<file path="src/rtl/zigzag_reorder.sv">
// Ping-pong 2x64 coefficient buffer: row-major 8x8 blocks in, JPEG zigzag order out.
// Optional ZZ_OVF_DET_EN: ovf becomes a sticky flag for dropped input beats (tied low otherwise).

module zigzag_reorder (
    input  logic        clk,
    input  logic        rstn,
    input  logic [10:0] coef_in,
    input  logic        coef_in_valid,
    output logic [10:0] coef_out,
    output logic        coef_out_valid,
    input  logic        coef_out_ready,
    output logic [5:0]  coef_out_idx,
    output logic        coef_out_eob,
    output logic        ovf
);

    localparam int unsigned CW = 11;
    localparam int unsigned AW = 6;
    localparam int unsigned NB = 64;

    localparam logic [AW-1:0] ZZ [NB] = '{
        6'd0,  6'd1,  6'd8,  6'd16, 6'd9,  6'd2,  6'd3,  6'd10,
        6'd17, 6'd24, 6'd32, 6'd25, 6'd18, 6'd11, 6'd4,  6'd5,
        6'd12, 6'd19, 6'd26, 6'd33, 6'd40, 6'd48, 6'd41, 6'd34,
        6'd27, 6'd20, 6'd13, 6'd6,  6'd7,  6'd14, 6'd21, 6'd28,
        6'd35, 6'd42, 6'd49, 6'd56, 6'd57, 6'd50, 6'd43, 6'd36,
        6'd29, 6'd22, 6'd15, 6'd23, 6'd30, 6'd37, 6'd44, 6'd51,
        6'd58, 6'd59, 6'd52, 6'd45, 6'd38, 6'd31, 6'd39, 6'd46,
        6'd53, 6'd60, 6'd61, 6'd54, 6'd47, 6'd55, 6'd62, 6'd63
    };

    typedef enum logic {IDLE = 1'b0, SEND = 1'b1} state_t;

    state_t        state;
    state_t        state_nxt;
    logic [CW-1:0] mem [2][NB];
    logic          wptr;
    logic          rptr;
    logic [AW-1:0] wcnt;
    logic [AW-1:0] k;
    logic [1:0]    full;

    logic          load;
    logic          last_load;
    logic          wr_ok;
    logic          wr_acc;
    logic          wr_last;
    logic [1:0]    full_nxt;
    logic          rptr_nxt;
    logic [AW-1:0] k_nxt;
    logic [CW-1:0] data_nxt;
    logic          valid_nxt;
    logic [AW-1:0] idx_nxt;
    logic          eob_nxt;

    // State register
    always_ff @(posedge clk or negedge rstn) begin
        if (!rstn) state <= IDLE;
        else       state <= state_nxt;
    end

    // Next-state logic
    always_comb begin
        state_nxt = state;
        case (state)
            IDLE:    if (full[rptr]) state_nxt = SEND;
            SEND:    if (last_load && !full[~rptr]) state_nxt = IDLE;
            default: state_nxt = IDLE;
        endcase
    end

    // Read side: a beat is fetched whenever the output stage is empty or draining.
    // The bank is released as soon as its last coefficient sits in the output
    // register, so the writer can reuse it with no gap between blocks.
    always_comb begin
        load      = (state == SEND) && (!coef_out_valid || coef_out_ready);
        last_load = load && (k == AW'(NB - 1));
        k_nxt     = k;
        rptr_nxt  = rptr;
        data_nxt  = coef_out;
        valid_nxt = coef_out_valid;
        idx_nxt   = coef_out_idx;
        eob_nxt   = coef_out_eob;
        if (load) begin
            data_nxt  = mem[rptr][ZZ[k]];
            valid_nxt = 1'b1;
            idx_nxt   = k;
            eob_nxt   = last_load;
            k_nxt     = k + AW'(1);
        end else if (coef_out_valid && coef_out_ready) begin
            valid_nxt = 1'b0;
        end
        if (last_load) rptr_nxt = ~rptr;
    end

    // Write side: a full write bank accepts only in the cycle its last entry is read out
    always_comb begin
        wr_ok    = !full[wptr] || (last_load && (wptr == rptr));
        wr_acc   = coef_in_valid && wr_ok;
        wr_last  = wr_acc && (wcnt == AW'(NB - 1));
        full_nxt = full;
        if (last_load) full_nxt[rptr] = 1'b0;
        if (wr_last)   full_nxt[wptr] = 1'b1;
    end

    always_ff @(posedge clk or negedge rstn) begin
        if (!rstn) begin
            wptr           <= 1'b0;
            rptr           <= 1'b0;
            wcnt           <= '0;
            k              <= '0;
            full           <= '0;
            coef_out       <= '0;
            coef_out_valid <= 1'b0;
            coef_out_idx   <= '0;
            coef_out_eob   <= 1'b0;
        end else begin
            if (wr_acc)  wcnt <= wcnt + AW'(1);
            if (wr_last) wptr <= ~wptr;
            rptr           <= rptr_nxt;
            k              <= k_nxt;
            full           <= full_nxt;
            coef_out       <= data_nxt;
            coef_out_valid <= valid_nxt;
            coef_out_idx   <= idx_nxt;
            coef_out_eob   <= eob_nxt;
        end
    end

    // Coefficient storage, not reset
    always_ff @(posedge clk) begin
        if (wr_acc) mem[wptr][wcnt] <= coef_in;
    end

`ifdef ZZ_OVF_DET_EN
    always_ff @(posedge clk or negedge rstn) begin
        if (!rstn)                       ovf <= 1'b0;
        else if (coef_in_valid && !wr_ok) ovf <= 1'b1;
    end
`else
    assign ovf = 1'b0;
`endif

endmodule
</file>
<file path="config.mk">
export PLATFORM = sky130hd
export DESIGN_NAME = zigzag_reorder
export DESIGN_NICKNAME = d
export VERILOG_FILES = /design/src/rtl/zigzag_reorder.sv
export SDC_FILE = /design/constraint.sdc
export NUM_CORES = 2
export LEC_CHECK = 0
export ABC_CLOCK_PERIOD_IN_PS = 3800
export BUFFER_PORTS_ARGS = -buffer_cell sky130_fd_sc_hd__buf_2
export CAP_MARGIN = 20
export CORE_ASPECT_RATIO = 1.1
export CORE_UTILIZATION = 30
export DETAILED_ROUTE_END_ITERATION = 10
export GPL_ROUTABILITY_DRIVEN = 0
export SKIP_CTS_REPAIR_TIMING = 1
export SLEW_MARGIN = 15
export SYNTH_ARGS = -nofsm -noshare
export SYNTH_HDL_FRONTEND = slang
export SYNTH_SLANG_ARGS = --single-unit
export TNS_END_PERCENT = 100
</file>
<file path="constraint.sdc">
create_clock -name clk -period 3.8 [get_ports clk]
set_input_delay 0.19 -clock clk [delete_from_list [all_inputs] [get_ports clk]]
set_output_delay 0.19 -clock clk [all_outputs]
set_load 0.05 [all_outputs]
</file>
# Yosys cells after proc, flatten, opt, wreduce, memory -nomap -nowiden

Memory sizes are Yosys's and may differ from the RTL's.
Cells that the tools add are included.

Register bits after elaboration: 36
Latch bits: 0
Memories: 2
Logic and storage cells: 77
Memory bits (writable): 1,408
ROM bits: 384

Multipliers: 0
Shifts and indexed selects: 0
Reductions and logical operators: 16
Equal/unequal tests: 3
Mux-type cells: 26
Bitwise gates (word level): 9
Add/subtract/negate cells: 2
$lt $le $gt $ge: 9
Divide/modulo/power cells: 0

Memory list:

| memory          | depth | bits a word | read ports | clocked after memory_dff | write ports | line | source |
|---|---|---|---|---|---|---|---|
| mem             | 2     | 704         | 1          | 0                        | 1           | 36   | `logic [CW-1:0] mem [2][NB];` |
| (no name shown) | 64    | 6           | 1          | 0                        | 0           | 85   | `data_nxt = mem[rptr][ZZ[k]];` |

Operators by type and width:

| cell                                                                  | count |
|---|---|
| 704-bit 2-to-1 mux                                                    | 1 |
| 11-bit binary-select mux with 6-bit select                            | 1 |
| 11-bit demux with 6-bit select                                        | 1 |
| 11-bit 2-to-1 mux                                                     | 3 |
| 7-bit greater-or-equal comparator (second input constant)             | 3 |
| 6-bit inverter with 7-bit output                                      | 3 |
| 1-bit 2-to-1 mux                                                      | 13 |
| 6-bit by 1-bit adder with 6-bit output (second input constant)        | 2 |
| 6-bit == test (second input constant)                                 | 2 |
| 6-bit 2-to-1 mux                                                      | 2 |
| 1-bit logical AND                                                     | 10 |
| 7-bit by 1-bit < comparator with 1-bit output (second input constant) | 1 |
| 1-bit by 2-bit < comparator with 1-bit output (second input constant) | 3 |
| 2-bit 2-to-1 mux                                                      | 2 |
| 1-bit logical NOT                                                     | 3 |
| 1-bit inverter                                                        | 3 |
| 2-bit AND                                                             | 1 |
| 1-bit demux with 1-bit select                                         | 2 |
| 1-bit greater-or-equal comparator (second input constant)             | 2 |
| 1-bit logical OR                                                      | 2 |
| 2-bit inverter                                                        | 1 |
| 2-bit bitwise OR                                                      | 1 |
| 1-bit case mux with 2 select lines                                    | 1 |
| 2-bit nonzero test                                                    | 1 |
| 1-bit == test                                                         | 1 |

# Depth between registers and ports, before layout

Depth in word-level cells: 9
Depth in mapped cells: 18

# Least setup slack after synthesis

Ideal clock, no wire load.

Kind: reg-to-reg
Start: register coef_out_valid
End: memory mem[1][0] (netlist bit), enable pin
Data required time: 3.422 ns
Arrival time: 3.191 ns
Setup time: 0.378 ns
Buffers on the path: 4
Stages on the path, launching flop included: 14
Slack: 0.231 ns
Cell sequence: dfrtp_1 > nand2b_1 > and2_1 > clkbuf_1 > nand2_1 > or3_1 > clkbuf_1 > o21ai_0 > o21ai_0 > nor2b_1 > buf_2 > nand4_1 > clkbuf_1 > nor2_1

Cells in the longest elaborated chain, start to end: 9

Ends and longest elaborated chain:

| what                                     | line | source |
|---|---|---|
| start, declared                          | 10   | `output logic coef_out_valid,` |
| start signal, assigned                   | 124  | `coef_out_valid <= valid_nxt;` |
| 1-bit logical NOT                        | 76   | `load = (state == SEND) && (!coef_out_valid \|\| coef_out_ready);` |
| 1-bit logical OR                         | 76   |  |
| 1-bit logical AND                        | 76   |  |
| 1-bit logical AND                        | 77   | `last_load = load && (k == AW'(NB - 1));` |
| 1-bit logical AND                        | 98   | `wr_ok = !full[wptr] \|\| (last_load && (wptr == rptr));` |
| 1-bit logical OR                         | 98   |  |
| 1-bit logical AND                        | 99   | `wr_acc = coef_in_valid && wr_ok;` |
| 1-bit 2-to-1 mux                         | 132  | `if (wr_acc) mem[wptr][wcnt] <= coef_in;` |
| 704-bit 2-to-1 mux (not written as such) | 132  |  |
| end, declared                            | 36   |  |

No other way between the ends.

# Worst setup path in the final report

Start: register k[0]
End: register coef_out[9]

Cells in the longest elaborated chain, start to end: 8

Ends and longest elaborated chain:

| what                                                   | line | source |
|---|---|---|
| start, declared                                        | 40   | `logic [AW-1:0] k;` |
| start signal, assigned                                 | 121  | `k <= k_nxt;` |
| 6-bit inverter with 7-bit output (not written as such) | 85   |  |
| memory 64 x 6 bit                                      | --   |  |
| 6-bit 2-to-1 mux (not written as such) (2 in series)   | 85   |  |
| 6-bit inverter with 7-bit output (not written as such) | 85   |  |
| 11-bit binary-select mux with 6-bit select             | 85   |  |
| 11-bit 2-to-1 mux (not written as such) (2 in series)  | 85   |  |
| end signal, assigned                                   | 123  | `coef_out <= data_nxt;` |
| end, declared                                          | 9    | `output logic [10:0] coef_out,` |

No other way between the ends. The select of a mux whose other input is x is not followed.
A chain may end at the register's enable or synchronous reset.

==> impl_metrics.yaml <==
clock_tree:
  clk_latency_ns: 0.79
  clkSlewWorstSetupHoldPaths_ns: 0.06
  root_buffer: "clkbuf_16"
  clk_path_buf_depth: 3
  h-tree-depth: 4
  cts-buffers-inserted: 148
  cts_tree: "done"
  clock_sinks: 1444
die:
  row_count: 167
  dieHeight_um: 460.7
  dieArea_mm2: 0.1930
  coreArea_mm2: 0.1891
  ios: 35
  start_util_pct: 30.34
  fp.dieW_um: 419.0
finish:
  post-route-cell-area_mm2: 0.07004
  layout.cells.non_filler: 6901
  fin_nets: 4284
  fillers: 17602
  area_delta_synth_final_pct: 22.08
  mostFrequentLayoutCell: "edfxtp_1"
  drive_gt1_share_pct: 23.73
  layout_common_cells: "edfxtp_1 (1408), nand2_1 (715), buf_4 (516)"
logic_synthesis:
  synth_top_family_by_area: "simple AND/OR/NAND/NOR gates"
  muxShareOfSynthArea_pct: 7.227
  netlist_instances: 3703
  synth-seq-area-share_pct: 75.26
  syn_area_mm2: 0.05738
  synth_xor_area_share_pct: 0.1832
  yosys.area_share.simple_pct: 8.618
  synth-main-ff-cell: "edfxtp_1"
  synth_compound_area_share_pct: 6.158
  synth_nets: 3734
  synth_top_area_cell: "edfxtp_1"
  synth-adder-area-share_pct: 0.3489
  synthTopCellsByArea: "edfxtp_1 (74%), nand2_1 (4.7%), mux4_2 (3.7%)"
  syn_avg_cell_area_um2: 15.49
  yosysTopAreaCellShare_pct: 73.69
  yosys_warnings: 0
  synthArstFlopShare_pct: 2.493
  synth-seq-cells: 1444
  synth_cell_types: 75
  synth-edff-count: 1408
run_status:
  status: "finished with violations"
  failed_checks: "negative hold slack, negative setup slack"
routing:
  wl_per_cell_um: 24.91
  drt_iter0_markers: 3747
  drt_first_pass_iters: 6
  num_vias: 35587
  antenna_left: 0
  route.detailed.drc: 0
  routed_wl_um: 171900
  via_per_inst: 5.157
global_route:
  grt_pass1_wl_um: 242000
  grt_pass1_vias: 34325
  grt_start_max_net_pins: 129
  grtUsageTotal_pct: 17.22
  antenna_found_initial: 5
  grt_overflow_total: 0
sta:
  rsz0062_at_grt: "true"
  final-hold-violation-count: 1
  finClkSkew_ns: 0.02694
  worstMarginPinSlew_ns: 1.147
  period_share_pct: 100.6
  slew_violations: 0
  slew_headroom_pct: 23.55
  hold_ws_ns: -0.001920
  max_freq_ghz: 0.2617
  setup_slack_ns: -0.02180
  fin_crit_ns: 3.822
  setup_viol: 2
hold_path:
  min_path_type: "in -> reg"
setup_path:
  r2r_cells: 18
  critPathArrivalTime_ns: 4.53
  setup.worst_path.class: "reg -> reg"
  reg2reg_from: "k[0]"
  reg2reg_slack_ns: -0.02
  cp_max_fo: 25
  cp_data_required_time_ns: 4.51
  critical_path.endpoint: "coef_out[9]"
  worst_setup_path_start_kind: "flop"
  r2r_end: "coef_out[9]"
  end_kind: "flop"
  crit_start: "k[0]"
place:
  dpl.cell_count: 6574
  io_buffer_count: 33
  dpl.hpwl_um: 110700
  placed_cell_area_mm2: 0.06414
flow_run:
  drv_cap: 0
per-layer routing:
layer	global-route usage [%]	up-vias	share of wire, %	routed length (µm)
li1	-	15382	-	-
met1	21.92	18226	39	67700
met2	27.67	1643	48	81760
met3	3.403	334	8.0	13760
met4	9.056	2	5.1	8705
met5	0	-	0.0041	7
state kept, by name, summed over array words and instances, names as in the netlist:
name,flops
mem,1408
coef_out,11
coef_out_idx,6
k,6
wcnt,6
full,2
coef_out_eob,1
coef_out_valid,1
rptr,1
state,1
wptr,1
cell type report:
type | count | area [µm²] | share of cell area (%)
Multi-Input combinational cell | 2017 | 13520 | 19.30
Tap cell | 2535 | 3172 | 4.528
Antenna cell | 1 | 2.502 | 0.003573
Sequential cell | 1444 | 43190 | 61.66
Inverter | 14 | 56.30 | 0.08039
Timing Repair Buffer | 628 | 5524 | 7.887
Clock inverter | 80 | 699.4 | 0.9986
Clock buffer | 182 | 3882 | 5.543
cells in the mapped netlist, drive strengths merged, types with 10 or more instances:
library cell	number
a32oi	48
dfrtp	36
mux4	95
nand2	723
a31oi	87
edfxtp	1408
ha	16
buf	155
a21boi	11
a21oi	87
nor3	16
clkbuf	73
o21a	12
nor4	11
nand3	152
o41ai	22
o311ai	10
o22ai	53
nor2	178
o221ai	12
o211ai	30
inv	14
mux2i	196
nand4	44
and3	13
o21ai	69
worst max-delay path, stage by stage, from the launching register on:
cell	delay (ns)
dfrtp_1	0.40
inv_2	0.11
ha_4	0.22
buf_4	0.16
nand2_1	0.06
o21ai_1	0.06
a2111o_1	0.43
buf_4	0.15
o21ai_4	0.08
buf_8	0.15
buf_12	0.16
buf_12	0.21
buf_4	0.18
nand2_1	0.05
nand3_1	0.08
nand4_1	0.34
o21ai_0	0.47
o32ai_2	0.17
a31oi_1	0.21
per-stage QoR:
step,setup WS [ns],util (%),hold WS [ns],setup TNS (ns)
floorplan,0.2309,-,-0.1056,0
global placement,-0.3565,33.92,0.4266,-1.779
detailed placement,-0.3706,33.92,0.4430,-1.872
CTS,-0.3838,36.34,-0.4234,-2.134
global route,-0.06409,37.04,0.01154,-0.2697
finish,-0.02180,37.04,-0.001920,-0.02414
how the worst min path moves through the flow:
stage | from | to | slack [ns] | depth (start not counted)
finish | coef_in[2] | mem[1][464] | -0.002 | 1
global route | coef_in[2] | mem[1][464] | 0.01 | 1
CTS | rstn | coef_out_idx[0] | -0.42 | 1
detailed placement | rstn | coef_out_valid | 0.44 | 1
global placement | rstn | coef_out_valid | 0.43 | 1
floorplan | rstn | coef_out[0] | -0.11 | 0
cell families after synthesis:
kind of cell | after synthesis
buffers and inverters | 242
muxes | 295
DFF | 1444
xor gates and xnor gates | 12
and+or+nand+nor | 1177
AOI/OAI and AO/OA | 516
other | 1
adders and majority gates | 16
Power is not shown: default switching activity piles up to over one toggle a cycle in this logic, so the estimate is an artifact.
